`src/rtl/bkg_ram_scheduler.sv`:
```
// Background RAM sequencer: scaled/scrolled VGA read address generation, plus a
// write port shared between a host single-word writer and a full-screen fill engine.
module bkg_ram_scheduler #(
  parameter int IMG_W  = 160,
  parameter int IMG_H  = 160,
  parameter int ADDR_W = 15,
  parameter int DATA_W = 24,
  parameter int SHIFT  = 2
) (
  input  logic              Clk,
  input  logic              Reset_n,
  input  logic              frame_start,
  input  logic [7:0]        scroll_y,
  input  logic              pix_valid,
  input  logic [9:0]        DrawX,
  input  logic [9:0]        DrawY,
  input  logic              wr_req,
  input  logic [ADDR_W-1:0] wr_addr,
  input  logic [DATA_W-1:0] wr_data,
  output logic              wr_ack,
  input  logic              fill_start,
  input  logic [DATA_W-1:0] fill_color,
  output logic              fill_busy,
  output logic              fill_done,
  output logic [ADDR_W-1:0] ram_raddr,
  input  logic [DATA_W-1:0] ram_rdata,
  output logic              ram_we,
  output logic [ADDR_W-1:0] ram_waddr,
  output logic [DATA_W-1:0] ram_wdata,
  output logic [DATA_W-1:0] pixel_rgb,
  output logic              pixel_vld
);
  localparam int STAGES = 2;
  localparam logic [ADDR_W-1:0] NPIX   = ADDR_W'(IMG_W * IMG_H);
  localparam logic [ADDR_W-1:0] LAST   = ADDR_W'(IMG_W * IMG_H - 1);
  localparam logic [ADDR_W-1:0] IMG_WA = ADDR_W'(IMG_W);
  localparam logic [9:0]        IMG_HR = 10'(IMG_H);
  localparam logic [7:0]        SCR_LIM = 8'(IMG_H);

  typedef enum logic [1:0] {IDLE, FILL, DONE} state_t;

  state_t              state_q, state_d;
  logic [ADDR_W-1:0]   cnt_q, cnt_d;
  logic [DATA_W-1:0]   fill_lat_q, fill_lat_d;
  logic [7:0]          scroll_lat_q, scroll_lat_d;
  logic [ADDR_W-1:0]   raddr_q, raddr_d;
  logic [STAGES:0]     vld_pipe_q, vld_pipe_d;
  logic [DATA_W-1:0]   rgb_q, rgb_d;
  logic                we_q, we_d;
  logic [ADDR_W-1:0]   waddr_q, waddr_d;
  logic [DATA_W-1:0]   wdata_q, wdata_d;
  logic [9:0]          row_raw, row, col;

  // Read path: address at stage 0, RAM registers at stage 1, colour captured at stage 2.
  always_comb begin
    row_raw      = (DrawY >> SHIFT) + {2'b00, scroll_lat_q};
    row          = (row_raw >= IMG_HR) ? row_raw - IMG_HR : row_raw;
    col          = DrawX >> SHIFT;
    raddr_d      = ADDR_W'(row) * IMG_WA + ADDR_W'(col);
    scroll_lat_d = scroll_lat_q;
    if (frame_start) scroll_lat_d = (scroll_y < SCR_LIM) ? scroll_y : 8'd0;
    vld_pipe_d   = {vld_pipe_q[STAGES-1:0], pix_valid};
    rgb_d        = vld_pipe_q[STAGES-1] ? ram_rdata : '0;
  end

  // Write arbitration: fill wins over the host; host writes are registered one cycle.
  always_comb begin
    state_d    = state_q;
    cnt_d      = cnt_q;
    fill_lat_d = fill_lat_q;
    we_d       = 1'b0;
    waddr_d    = '0;
    wdata_d    = '0;
    wr_ack     = 1'b0;
    fill_busy  = 1'b0;
    fill_done  = 1'b0;
    case (state_q)
      IDLE: begin
        if (fill_start) begin
          state_d    = FILL;
          cnt_d      = '0;
          fill_lat_d = fill_color;
        end else if (wr_req) begin
          wr_ack = 1'b1;
          if (wr_addr < NPIX) begin
            we_d    = 1'b1;
            waddr_d = wr_addr;
            wdata_d = wr_data;
          end
        end
      end
      FILL: begin
        fill_busy = 1'b1;
        cnt_d     = cnt_q + 1'b1;
        if (cnt_q == LAST) state_d = DONE;
      end
      DONE: begin
        fill_busy = 1'b1;
        fill_done = 1'b1;
        state_d   = IDLE;
      end
      default: state_d = IDLE;
    endcase
  end

  always_ff @(posedge Clk) begin
    if (!Reset_n) begin
      state_q      <= IDLE;
      cnt_q        <= '0;
      fill_lat_q   <= '0;
      scroll_lat_q <= '0;
      raddr_q      <= '0;
      vld_pipe_q   <= '0;
      rgb_q        <= '0;
      we_q         <= 1'b0;
      waddr_q      <= '0;
      wdata_q      <= '0;
    end else begin
      state_q      <= state_d;
      cnt_q        <= cnt_d;
      fill_lat_q   <= fill_lat_d;
      scroll_lat_q <= scroll_lat_d;
      raddr_q      <= raddr_d;
      vld_pipe_q   <= vld_pipe_d;
      rgb_q        <= rgb_d;
      we_q         <= we_d;
      waddr_q      <= waddr_d;
      wdata_q      <= wdata_d;
    end
  end

  // Fill writes drive the port directly from the counter; a host write can never
  // be pending in FILL because fill_start blocks the ack in the same cycle.
  assign ram_we    = (state_q == FILL) | we_q;
  assign ram_waddr = (state_q == FILL) ? cnt_q : waddr_q;
  assign ram_wdata = (state_q == FILL) ? fill_lat_q : wdata_q;
  assign ram_raddr = raddr_q;
  assign pixel_rgb = rgb_q;
  assign pixel_vld = vld_pipe_q[STAGES];
endmodule

```
`config.mk`:
```
export PLATFORM = sky130hd
export DESIGN_NAME = bkg_ram_scheduler
export DESIGN_NICKNAME = d
export VERILOG_FILES = /design/src/rtl/bkg_ram_scheduler.sv
export SDC_FILE = /design/constraint.sdc
export NUM_CORES = 1
export LEC_CHECK = 0
export ABC_AREA = 1
export CAP_MARGIN = 15
export CORE_MARGIN = 4
export CORE_UTILIZATION = 40
export DETAILED_ROUTE_END_ITERATION = 12
export HOLD_SLACK_MARGIN = 0.05
export PLACE_DENSITY = 0.7
export SYNTH_ARGS = -nofsm -noshare
export SYNTH_HDL_FRONTEND = slang
export SYNTH_SLANG_ARGS = --single-unit
```
`constraint.sdc`:
```
create_clock -name Clk -period 9.25 [get_ports Clk]
set_input_delay 0.925 -clock Clk [delete_from_list [all_inputs] [get_ports Clk]]
set_output_delay 0.925 -clock Clk [all_outputs]
set_load 0.005 [all_outputs]
```
# After elaboration in Yosys (flattened, before gate mapping)
# Cells that the tools add are included.
# W data, S select, Z words.
# word_totals
output_inout_bits	83
regBits	131
word_cells	52
input_bits	121
# classes
order_cmp	3
n_addsub	4
bitwise	5
n_mux	15
n_reduce_logical	9
n_mul	1
n_eq_ne	5
# ops
operator	n
$mux W15	2
$pmux W15 S2	1
$mux W24	1
$add A15 B1 Y15 const B	1
$add A15 B8 Y15	1
$eq A15 B15 Y1 const B	1
$lt A15 B15 Y1 const B	1
$mul A10 B3 Y10 const B	1
$mux W10	1
$sub A9 B8 Y10 const B	1
$add A8 B8 Y9	1
$ge A9 B8 Y1 const B	1
$lt A8 B8 Y1 const B	1
$mux W8	1
$reduce_and A2 Y1	4
$mux W1	6
$reduce_or A5 Y1	1
$mux W2	2
$ne A2 B2 Y1 const B	2
$not A1 Y1	4
$pmux W2 S2	1
$reduce_or A4 Y1	1
$eq A2 B1 Y1 const B	1
$eq A2 B2 Y1 const B	1
other kinds (4)	4

# Longest topological paths before layout
# Gate-level depths: netlist of the first run.
# logic_depth
depth_word	5
depth_mapped	27
ltp_nobuf	27

# Worst setup path after synthesis of the first run
# Ideal clock, no wire load.
# synth_timing
kind	input -> register
from	in DrawY[2]
to	reg raddr_q[14], in the netlist ram_raddr[14]
setup_slack_ns	5.283
path_stages	24
required_ns	9.137
arrival_ns	3.854
n_path_buf	0
setup_time_ns	0.113
cell_sequence	ha_1 -> fa_1 -> nand2_1 -> nand2_1 -> nand3_1 -> nand2_1 -> nand2_1 -> nand2_1 -> ha_1 -> nor2_1 -> nand2_1 -> and2_1 -> ha_1 -> ha_1 -> nand2_1 -> or2_2 -> nand3_1 -> nand2_1 -> nand2_1 -> nand4_1 -> nand2_1 -> nand2_1 -> nand2_1 -> nor2_1
# synth_via
elab_chain_len	5
word_cells_on_any_way	6
cone_classes	3 x add/sub; 1 x mul; 1 x order compare; 1 x mux
# synth_lines
element	line_no	text
start, declared	16	input logic [9:0] DrawY,
$add A8 B8 Y9 (*)	56	row_raw = (DrawY >> SHIFT) + {2'b00, scroll_lat_q};
$sub A9 B8 Y10 / $ge A9 B8 Y1 (equally long branches)	57	row = (row_raw >= IMG_HR) ? row_raw - IMG_HR : row_raw;
$mux W10 (*)	57	
$mul A10 B3 Y10 (*)	59	raddr_d = ADDR_W'(row) * IMG_WA + ADDR_W'(col);
$add A15 B8 Y15 (*)	59	
end signal, assigned	123	raddr_q <= raddr_d;
end, declared	46	logic [ADDR_W-1:0] raddr_q, raddr_d;
# Every way passes the cells marked *; elsewhere a longest branch is shown, timed or not.
# A chain may end at the register's enable or synchronous reset.

# Worst setup path in the final report of the first run
# Same ends and word-level chain as after synthesis.

==> flow_metrics.env, run 1 <==
export IMPL_synth_avg_cell_area_um2=7.253
export IMPL_synthSimpleGateAreaFrac_pct=26.13
export IMPL_vias=5306
export IMPL_grt_usage_pct=19.07
export IMPL_synthesis_nets=944
export IMPL_finalWorstSetupSlack_ns=4.963
export IMPL_top_layer="met4"
export IMPL_multi_input_area_um2=2502
export IMPL_worst_slew_pin_slew_ns=0.8510
export IMPL_core_area_um2=13990
export IMPL_timing_final_crit_share_pct=46.34
export IMPL_grt_overflow=0
export IMPL_relSlewSlack_pct=43.18
export IMPL_ys_ff_latch=131
export IMPL_leakagePower_uw=0.004020
export IMPL_synthAdderAreaFrac_pct=7.372
export IMPL_yosysTopAreaCellShare_pct=45.71
export IMPL_ys_warn_count=0
export IMPL_crit_slowest_cell="fa_1"
export IMPL_hold_viol=0
export IMPL_critPathArrivalTime_ns=4.64
export IMPL_drcViolationCount=0
export IMPL_netSwitchingFraction_pct=30.63
export IMPL_die_area_um2=16320
export IMPL_seq_area_frac_synth_pct=45.71
export IMPL_synth_mux_area_share_pct=0
export IMPL_fin_crit_ns=4.287
export IMPL_power_switching_uw=583.3
export IMPL_cts_num_sinks=131
export IMPL_fillers=1320
export IMPL_clockPowerShare_pct=35.9
export IMPL_antenna_found_initial=0
export IMPL_synth_most_common_cell="nand2_1"
export IMPL_final_antenna_net_count=0
export IMPL_synth_cells=791
export IMPL_yosys_top_cells_count="nand2_1 (183), dfxtp_1 (131), nor2_1 (130)"
export IMPL_worstSetupEndpointType="flip-flop"
export IMPL_crit_fanout=6
export IMPL_drv_cap=0
export IMPL_viasPerCell=4.508
export IMPL_cts_path_max_buffers=2
export IMPL_fmax_mhz=233.3
export IMPL_io_pins=204
export IMPL_synthXorXnorAreaFrac_pct=1.069
export IMPL_status="finished, final reports clean"
export IMPL_wl_met3_mm=1.562
export IMPL_cts_setup_buffers=0
export IMPL_met1_length_mm=6.515
export IMPL_hold_class="flip-flop to flip-flop"
export IMPL_synthFlopType="dfxtp_1"
export IMPL_die_h_um=127.8
export IMPL_dp_worst_setup_slack_ns=4.555
export IMPL_cts_htree_levels=4
export IMPL_synth_edff_count=0
export IMPL_antenna_cells=0
export IMPL_hpwl_mm=11.23
export IMPL_synth_area_top_cells="dfxtp_1 (46%), nand2_1 (12%), nor2_1 (8.5%)"
export IMPL_synthArstFlopShare_pct=0
export IMPL_worstSkewPairLatency_ns=0.41
export IMPL_drtIter0Drc=321
export IMPL_required_ns=9.60
export IMPL_area_growth_pct=47.31
export IMPL_synthDistinctLibCells=37
export IMPL_crit_top_cell="nand2_1"
export IMPL_portBuffers=199
export IMPL_die_width_um=127.8
export IMPL_irDropWorstVdd_uv=169.0
export IMPL_wl_per_cell_um=13.11
export IMPL_place_congestion=0.8145
export IMPL_wl_met2_mm=7.183
export IMPL_regArea_um2=2623
export IMPL_syn_area_um2=5737
export IMPL_rsz0062_at_grt="false"
export IMPL_maxSlewViolCount=0
export IMPL_initial_core_util_pct=41.01
export IMPL_seq_power_share_pct=34.2
export IMPL_critPathKind="input pin to flip-flop"
export IMPL_synth_top_family_by_area="simple AND/OR/NAND/NOR gates"
export IMPL_clkTransAtPathRegs_ns=0.06
export IMPL_grt_max_degree=52
export IMPL_cts_resized=0
export IMPL_synth_compound_area_share_pct=9.051
export IMPL_cpPeakStageDelay_ns=0.41
export IMPL_tns_ns=0
export IMPL_utilization_pct=60.41
export IMPL_finalHoldWorstSlack_ns=0.4124
export IMPL_setup_viol=0
export IMPL_dr_pass1_iters=4
export IMPL_nNetsFinal=1139
export IMPL_p_int_uw=1321
export IMPL_comb_power_share_pct=29.9
export IMPL_synth_top_area_cell="dfxtp_1"
export IMPL_cts_made_buffers=17
export IMPL_root_buffer="clkbuf_16"
export IMPL_ctsHoldBuffers=0
export IMPL_path_cells="clkdlybuf4s50_1, ha_1, fa_1, nand2_1, nand2_1, nand3_1, nand3b_1, nand2_1, nand2_1, nand2_1, nand2_1, xnor2_1, ha_1, ha_1, nand2_1, nand3_1, xor2_1, nor2_1, nand3_1, nand3_1, nand2_1, nand2_1, nand2_1, nor2_1"
export IMPL_routed_wirelength_mm=15.43
export IMPL_cts_tree="done"
export IMPL_start_kind="input pin"
export IMPL_core_rowCount=43
export IMPL_skew_ns=0.008917
export IMPL_final_layout_size_suffix_gt1_share_pct=5.416
export IMPL_power_density_nw_per_um2=225.3
export IMPL_grt_pass1_wl_mm=24.50
export IMPL_grt_pass1_vias=4997
-- power groups by stage --
stage | sequential [µW] | clock [µW] | combinational (µW)
2_1_floorplan | 661 | 0 | 349
3_3_place_gp | 661 | 0 | 570
3_5_place_dp | 663 | 0 | 575
4_1_cts | 651 | 694 | 582
5_1_grt | 658 | 723 | 656
6_report | 651 | 683 | 570
-- cells by family after synthesis --
| kind of cell | after synthesis |
|---|---|
| compound gates | 99 |
| fa+ha+maj | 32 |
| xor+xnor | 7 |
| simple gates | 364 |
| flops | 131 |
| buf+inv | 158 |
-- flip-flops by register name (all words and copies together), names as in the netlist, 2 cells and up --
register,cells
cnt_q,15
state_q,2
waddr_q,15
fill_lat_q,24
wdata_q,24
ram_raddr,15
vld_pipe_q,3
scroll_lat_q,8
pixel_rgb,24
-- final cells by class --
type                    count  area share, %
flip-flops and latches    131          31.03
multi-input cells         502          29.61
repair buffers            201          23.69
inverters                 133          5.908
clock buffers              21          5.567
well taps                 180          2.665
clock inverters             9          1.525
-- metrics by stage --
step                      cell area (µm²)  cells  total power [µW]
final                                8451   1177              1904
after global placement               7851   1147              1231
after CTS                            8451   1177              1928
after global routing                 8451   1177              2037
after detailed placement             7851   1147              1239
after floorplan                      5737    791              1010
-- cell usage in the layout, fill, tap and decap left out, drive strengths merged, types with 2 or more instances in the layout --
| cell | Yosys | final |
|---|---|---|
| o21a | 4 | 4 |
| xor2 | 4 | 4 |
| nor2 | 134 | 134 |
| a31oi | 2 | 2 |
| xnor2 | 3 | 3 |
| nand4 | 10 | 10 |
| o21ai | 52 | 52 |
| nand3 | 23 | 23 |
| bufinv | 0 | 3 |
| nor4 | 2 | 2 |
| clkinvlp | 0 | 2 |
| dfxtp | 131 | 131 |
| clkinv | 0 | 3 |
| nor3 | 4 | 4 |
| fa | 3 | 3 |
| a21oi | 38 | 38 |
| clkdlybuf4s50 | 0 | 198 |
| buf | 5 | 3 |
| inv | 133 | 134 |
| ha | 29 | 29 |
| nand2 | 185 | 185 |
| clkbuf | 20 | 21 |
| or2 | 3 | 3 |
-- routing by layer --
| metal | global-route usage (%) | vias to the layer above |
|---|---|---|
| met5 | 0 | - |
| met1 | 21.82 | 2317 |
| met2 | 31.64 | 157 |
| li1 | - | 2821 |
| met4 | 4.307 | 0 |
| met3 | 10.08 | 11 |
-- path summary, 6_finish.rpt --
path / end / cells after the start / start / slack, ns
worst min register to register: vld_pipe_q[1]$_SDFF_PN0_ / 2 / vld_pipe_q[0]$_SDFF_PN0_ / 0.41
worst max-delay path: ram_raddr[14]$_SDFF_PN0_ / 24 / DrawY[2] / 4.96
worst max register to register: ram_raddr[14]$_SDFF_PN0_ / 23 / scroll_lat_q[0]$_SDFFE_PN0P_ / 5.58
worst min-delay path: vld_pipe_q[1]$_SDFF_PN0_ / 2 / vld_pipe_q[0]$_SDFF_PN0_ / 0.41
-- critical path, delay by kind of cell --
kind                     cells  cell delay [ns]
AND/OR/NAND/NOR             17             1.63
adder cells (fa/ha/maj)      4             1.27
buffers and inverters        1             0.40
XOR/XNOR                     2             0.40
Note: power is estimated with default switching activity, not from simulation.
==> inputs of run 2 (changes only) <==
PLACE_DENSITY = 0.72   (was 0.7)
clock period = 3.9 ns   (was 9.25 ns; I/O delays follow)
==> run 2 against run 1 <==
Effect of this change: critical path depth increased by 1; clock skew down 0.0052 ns; count of clock-buffer cells in the layout down 1.
==> flow_metrics.env, run 2 (synthesized netlist as in run 1, its figures left out) <==
export IMPL_routed_wirelength_mm=15.63
export IMPL_holdCritStartpoint="Reset_n"
export IMPL_tns_ns=0
export IMPL_drcViolationCount=0
export IMPL_cts_path_max_buffers=2
export IMPL_skew_ns=0.003680
export IMPL_place_congestion=0.8091
export IMPL_area_growth_pct=49.23
export IMPL_final_layout_size_suffix_gt1_share_pct=7.601
export IMPL_die_h_um=127.8
export IMPL_start_kind="input pin"
export IMPL_drtIter0Drc=227
export IMPL_relSlewSlack_pct=44.50
export IMPL_timing_final_crit_share_pct=94.19
export IMPL_nNetsFinal=1153
export IMPL_final_antenna_net_count=0
export IMPL_core_rowCount=43
export IMPL_reg2reg_slack_ns=0.30
export IMPL_maxSlewViolCount=0
export IMPL_initial_core_util_pct=41.01
export IMPL_worstSetupEndpointType="flip-flop"
export IMPL_grt_pass1_vias=5301
export IMPL_cts_htree_levels=4
export IMPL_power_total_uw=4554
export IMPL_irDropWorstVdd_uv=400.7
export IMPL_final_common_cell="clkdlybuf4s50_1"
export IMPL_grt_usage_pct=19.28
export IMPL_core_area_um2=13990
export IMPL_reg2reg_to="ram_raddr[14]$_SDFF_PN0_"
export IMPL_worst_slew_pin_slew_ns=0.8304
export IMPL_grt_pass1_wl_mm=25.05
export IMPL_fillers=1256
export IMPL_viasPerCell=4.580
export IMPL_status="finished, final reports clean"
export IMPL_clkTransAtPathRegs_ns=0.05
export IMPL_min_delay_worst_endpoint="cnt_q[1]$_SDFFE_PN0P_"
export IMPL_portBuffers=199
export IMPL_drv_cap=0
export IMPL_fin_crit_ns=3.673
export IMPL_final_area_um2=8561
export IMPL_hpwl_mm=11.29
export IMPL_antenna_cells=0
export IMPL_power_density_nw_per_um2=531.9
export IMPL_cts_setup_buffers=0
export IMPL_leakagePower_uw=0.004076
export IMPL_finalWorstSetupSlack_ns=0.2268
export IMPL_cts_made_buffers=17
export IMPL_hold_viol=0
export IMPL_die_width_um=127.8
export IMPL_io_pins=204
export IMPL_reg2reg_depth=24
export IMPL_place_area_um2=7956
export IMPL_mostFrequentLayoutCells="clkdlybuf4s50_1 (198), nand2_1 (182), dfxtp_1 (131), nor2_1 (129), inv_1 (126)"
export IMPL_required_ns=4.21
export IMPL_grt_overflow=0
export IMPL_setup_viol=0
export IMPL_antenna_found_initial=1
export IMPL_utilization_pct=61.20
export IMPL_grt_max_degree=52
export IMPL_vias=5464
export IMPL_root_buffer="clkbuf_16"
export IMPL_worstSkewPairLatency_ns=0.41
export IMPL_fmax_mhz=272.2
export IMPL_hold_class="input pin to flip-flop"
export IMPL_dr_pass1_iters=4
export IMPL_dp_worst_setup_slack_ns=-0.2026
export IMPL_critPathKind="input pin to flip-flop"
export IMPL_critPathArrivalTime_ns=3.98
export IMPL_cts_tree="done"
export IMPL_hold_depth=3
export IMPL_crit_fanout=4
export IMPL_cts_num_sinks=131
export IMPL_wl_per_cell_um=13.10
export IMPL_timing_rr_start="scroll_lat_q[0]$_SDFFE_PN0P_"
export IMPL_die_area_um2=16320
run 2: report_power, final:
part           total, µW  leakage [µW]  internal, µW  switching, µW
Sequential          1550       0.00107          1490           60.7
Clock               1500      0.000276           909            591
Combinational       1510       0.00273           704            802
Total               4550       0.00408          3100           1450
run 2: timing repair:
action / CTS / global route
setup endpoints to repair: 0 / 3
hold buffers: 0 / 0
gates resized for setup: 0 / 7
run 2: final cells by class:
cell class	count	area, µm²	area share (%)
multi-input combinational	502	2541	29.68
sequential	131	2623	30.63
tap	180	225.2	2.631
inverter	133	499.2	5.832
clock buffer	20	456.7	5.335
timing repair buffer	215	2107	24.61
clock inverter	12	108.9	1.272
run 2: worst max path at each step:
stage | from | to | slack [ns] | cells past startpoint
after floorplan | DrawY[2] | ram_raddr[14]$_SDFF_PN0_ | 0.47 | 24
after global routing | DrawY[2] | ram_raddr[14]$_SDFF_PN0_ | -0.06 | 25
after CTS | DrawY[2] | ram_raddr[14]$_SDFF_PN0_ | 0.18 | 24
after detailed placement | DrawY[2] | ram_raddr[14]$_SDFF_PN0_ | -0.20 | 24
final | DrawY[2] | ram_raddr[14]$_SDFF_PN0_ | 0.23 | 25
after global placement | DrawY[2] | ram_raddr[14]$_SDFF_PN0_ | -0.17 | 25
run 2: metal layers:
layer	wire length, µm	vias to the layer above	track usage, %	share of wire [%]
met1	6568	2431	22.26	42
li1	-	2849	-	-
met5	8	-	0	0.051
met4	272	2	6.617	1.7
met3	1490	22	8.458	9.5
met2	7294	160	31.92	47
run 2: stage by stage:
| stage | hold slack, ns | instances |
|---|---|---|
| final | 0.3368 | 1193 |
| after floorplan | 0.3905 | 791 |
| after global placement | 0.3998 | 1161 |
| after global routing | 0.3635 | 1193 |
| after detailed placement | 0.4031 | 1161 |
| after CTS | 0.3354 | 1193 |
run 2: worst max-delay path: stages:
cell and delay (ns):
clkdlybuf4s50_1 0.40, ha_1 0.23, fa_2 0.36, nand2_1 0.08, nand2_1 0.09, nand3_1 0.10, nand2_1 0.06, nand2_1 0.08
nand2_1 0.07, ha_1 0.22, nor2_1 0.12, nand2_1 0.07, and2_1 0.14, ha_1 0.33, ha_4 0.29, nand2_1 0.06
or2_2 0.32, nand3_1 0.08, nand2_1 0.08, nand2_1 0.08, nand4_1 0.09, nand2_1 0.10, nand2_1 0.05, nand2_1 0.05
nor2_1 0.04
==> inputs of run 3 (changes only) <==
PLACE_DENSITY = unset   (was 0.72)
PLACE_DENSITY_LB_ADDON = 0.05   (was unset)
==> run 3 against run 2 <==
Effect of this change: maximum frequency is 1.8% higher; sequential power hardly changed; global-route usage is essentially flat; critical path depth unchanged; register-to-register slack improved by 0.08 ns; count of clock-buffer cells in the layout increased by 1; via count fell by 0.40%; design area is 1.3% higher; critical endpoint unchanged.
==> flow_metrics.env, run 3 (synthesized netlist as in run 1, its figures left out) <==
export IMPL_hold_viol=0
export IMPL_power_density_nw_per_um2=553.2
export IMPL_cts_made_buffers=17
export IMPL_critPathTopFamily="simple AND/OR/NAND/NOR gates"
export IMPL_grt_pass1_vias=5238
export IMPL_cts_htree_levels=4
export IMPL_drcViolationCount=0
export IMPL_drv_cap=0
export IMPL_fillers=1317
export IMPL_clkTransAtPathRegs_ns=0.06
export IMPL_wl_per_cell_um=13.05
export IMPL_fin_crit_ns=3.607
export IMPL_skew_ns=0.004926
export IMPL_start_kind="input pin"
export IMPL_viasPerCell=4.546
export IMPL_cts_path_max_buffers=2
export IMPL_worst_slew_pin_slew_ns=0.8698
export IMPL_final_antenna_net_count=0
export IMPL_leakagePower_uw=0.004126
export IMPL_initial_core_util_pct=41.01
export IMPL_portBuffers=199
export IMPL_die_h_um=127.8
export IMPL_drtIter0Drc=213
export IMPL_crit_slowest_cell="clkdlybuf4s50_1"
export IMPL_critPathArrivalTime_ns=3.92
export IMPL_irDropWorstVdd_uv=281.5
export IMPL_final_common_cell="clkdlybuf4s50_1"
export IMPL_mostFrequentLayoutCells="clkdlybuf4s50_1 (198), nand2_1 (182), dfxtp_1 (131), nor2_1 (129), inv_1 (126)"
export IMPL_worstSkewPairLatency_ns=0.41
export IMPL_setup_viol=0
export IMPL_place_congestion=0.8123
export IMPL_antenna_found_initial=1
export IMPL_dr_pass1_iters=4
export IMPL_area_growth_pct=51.17
export IMPL_cpPeakStageDelay_ns=0.40
export IMPL_io_pins=204
export IMPL_grt_overflow=0
export IMPL_die_width_um=127.8
export IMPL_hpwl_mm=11.37
export IMPL_tns_ns=0
export IMPL_final_layout_size_suffix_gt1_share_pct=8.063
export IMPL_worstSetupEndpointType="flip-flop"
export IMPL_timing_final_crit_share_pct=92.48
export IMPL_root_buffer="clkbuf_16"
export IMPL_status="finished, final reports clean"
export IMPL_grt_max_degree=52
export IMPL_hold_class="input pin to flip-flop"
export IMPL_grt_usage_pct=19.31
export IMPL_core_rowCount=43
export IMPL_antenna_cells=0
export IMPL_vias=5442
export IMPL_fmax_mhz=277.2
export IMPL_crit_top_cell="nand2_1"
export IMPL_grt_pass1_wl_mm=24.98
export IMPL_routed_wirelength_mm=15.62
export IMPL_cts_num_sinks=131
export IMPL_cp_num_buf_inv=2
export IMPL_die_area_um2=16320
export IMPL_required_ns=4.21
export IMPL_core_area_um2=13990
export IMPL_critPathKind="input pin to flip-flop"
export IMPL_relSlewSlack_pct=41.93
export IMPL_cts_tree="done"
export IMPL_nNetsFinal=1157
export IMPL_crit_fanout=4
export IMPL_maxSlewViolCount=0
export IMPL_ctsHoldBuffers=0
export IMPL_power_total_uw=4797
[run 3: per-layer routing]
layer  vias to the layer above  part of all wire, %  GRT usage [%]
li1                       2859                    -              -
met1                      2411                   44          22.03
met2                       140                   48          33.33
met3                        30                  6.1          6.458
met4                         2                  2.6          7.491
met5                         -                0.083              0
[run 3: path summary, 6_finish.rpt]
| kind | start | slack, ns | depth (start not counted) | end |
|---|---|---|---|---|
| worst min-delay path | Reset_n | 0.34 | 3 | scroll_lat_q[6]$_SDFFE_PN0P_ |
| worst min register to register | vld_pipe_q[0]$_SDFF_PN0_ | 0.41 | 2 | vld_pipe_q[1]$_SDFF_PN0_ |
| worst max register to register | scroll_lat_q[0]$_SDFFE_PN0P_ | 0.38 | 24 | ram_raddr[14]$_SDFF_PN0_ |
| worst max-delay path | DrawY[2] | 0.29 | 25 | ram_raddr[14]$_SDFF_PN0_ |
[run 3: through the flow]
step | instances | util (%) | area, µm² | hold WS, ns | worst slack, ns
after CTS | 1197 | 61.63 | 8621 | 0.3297 | 0.2215
after detailed placement | 1165 | 57.09 | 7986 | 0.3975 | -0.2004
after global placement | 1165 | 57.09 | 7986 | 0.3938 | -0.1614
after global routing | 1197 | 61.99 | 8672 | 0.3577 | -0.04623
final | 1197 | 61.99 | 8672 | 0.3389 | 0.2931
after floorplan | 791 | - | 5737 | 0.3905 | 0.4679
[run 3: cell type report]
class                   count  area, µm²  area share [%]
inverters                 133      499.2           5.757
multi-input cells         502       2554           29.45
flip-flops and latches    131       2623           30.24
clock buffers              21      460.4           5.309
clock inverters            11      173.9           2.005
repair buffers            219       2137           24.64
well taps                 180      225.2           2.597
[run 3: power by group]
part,internal [µW],leakage (µW),switching (µW)
clock,1110,0.000300,594
sequential,1490,0.00107,56.7
combinational,751,0.00276,801
total,3350,0.00413,1450
[run 3: what timing repair did]
action,4_1_cts,5_1_grt
endpoints found under the setup margin,0,4
gates resized for setup,0,9
buffers inserted,0,0
[run 3: tightest hold or removal path, delay by kind of cell]
kind | cells | cell delay, ns
buffers and inverters | 2 | 0.20
AOI/OAI and AO/OA | 1 | 0.12
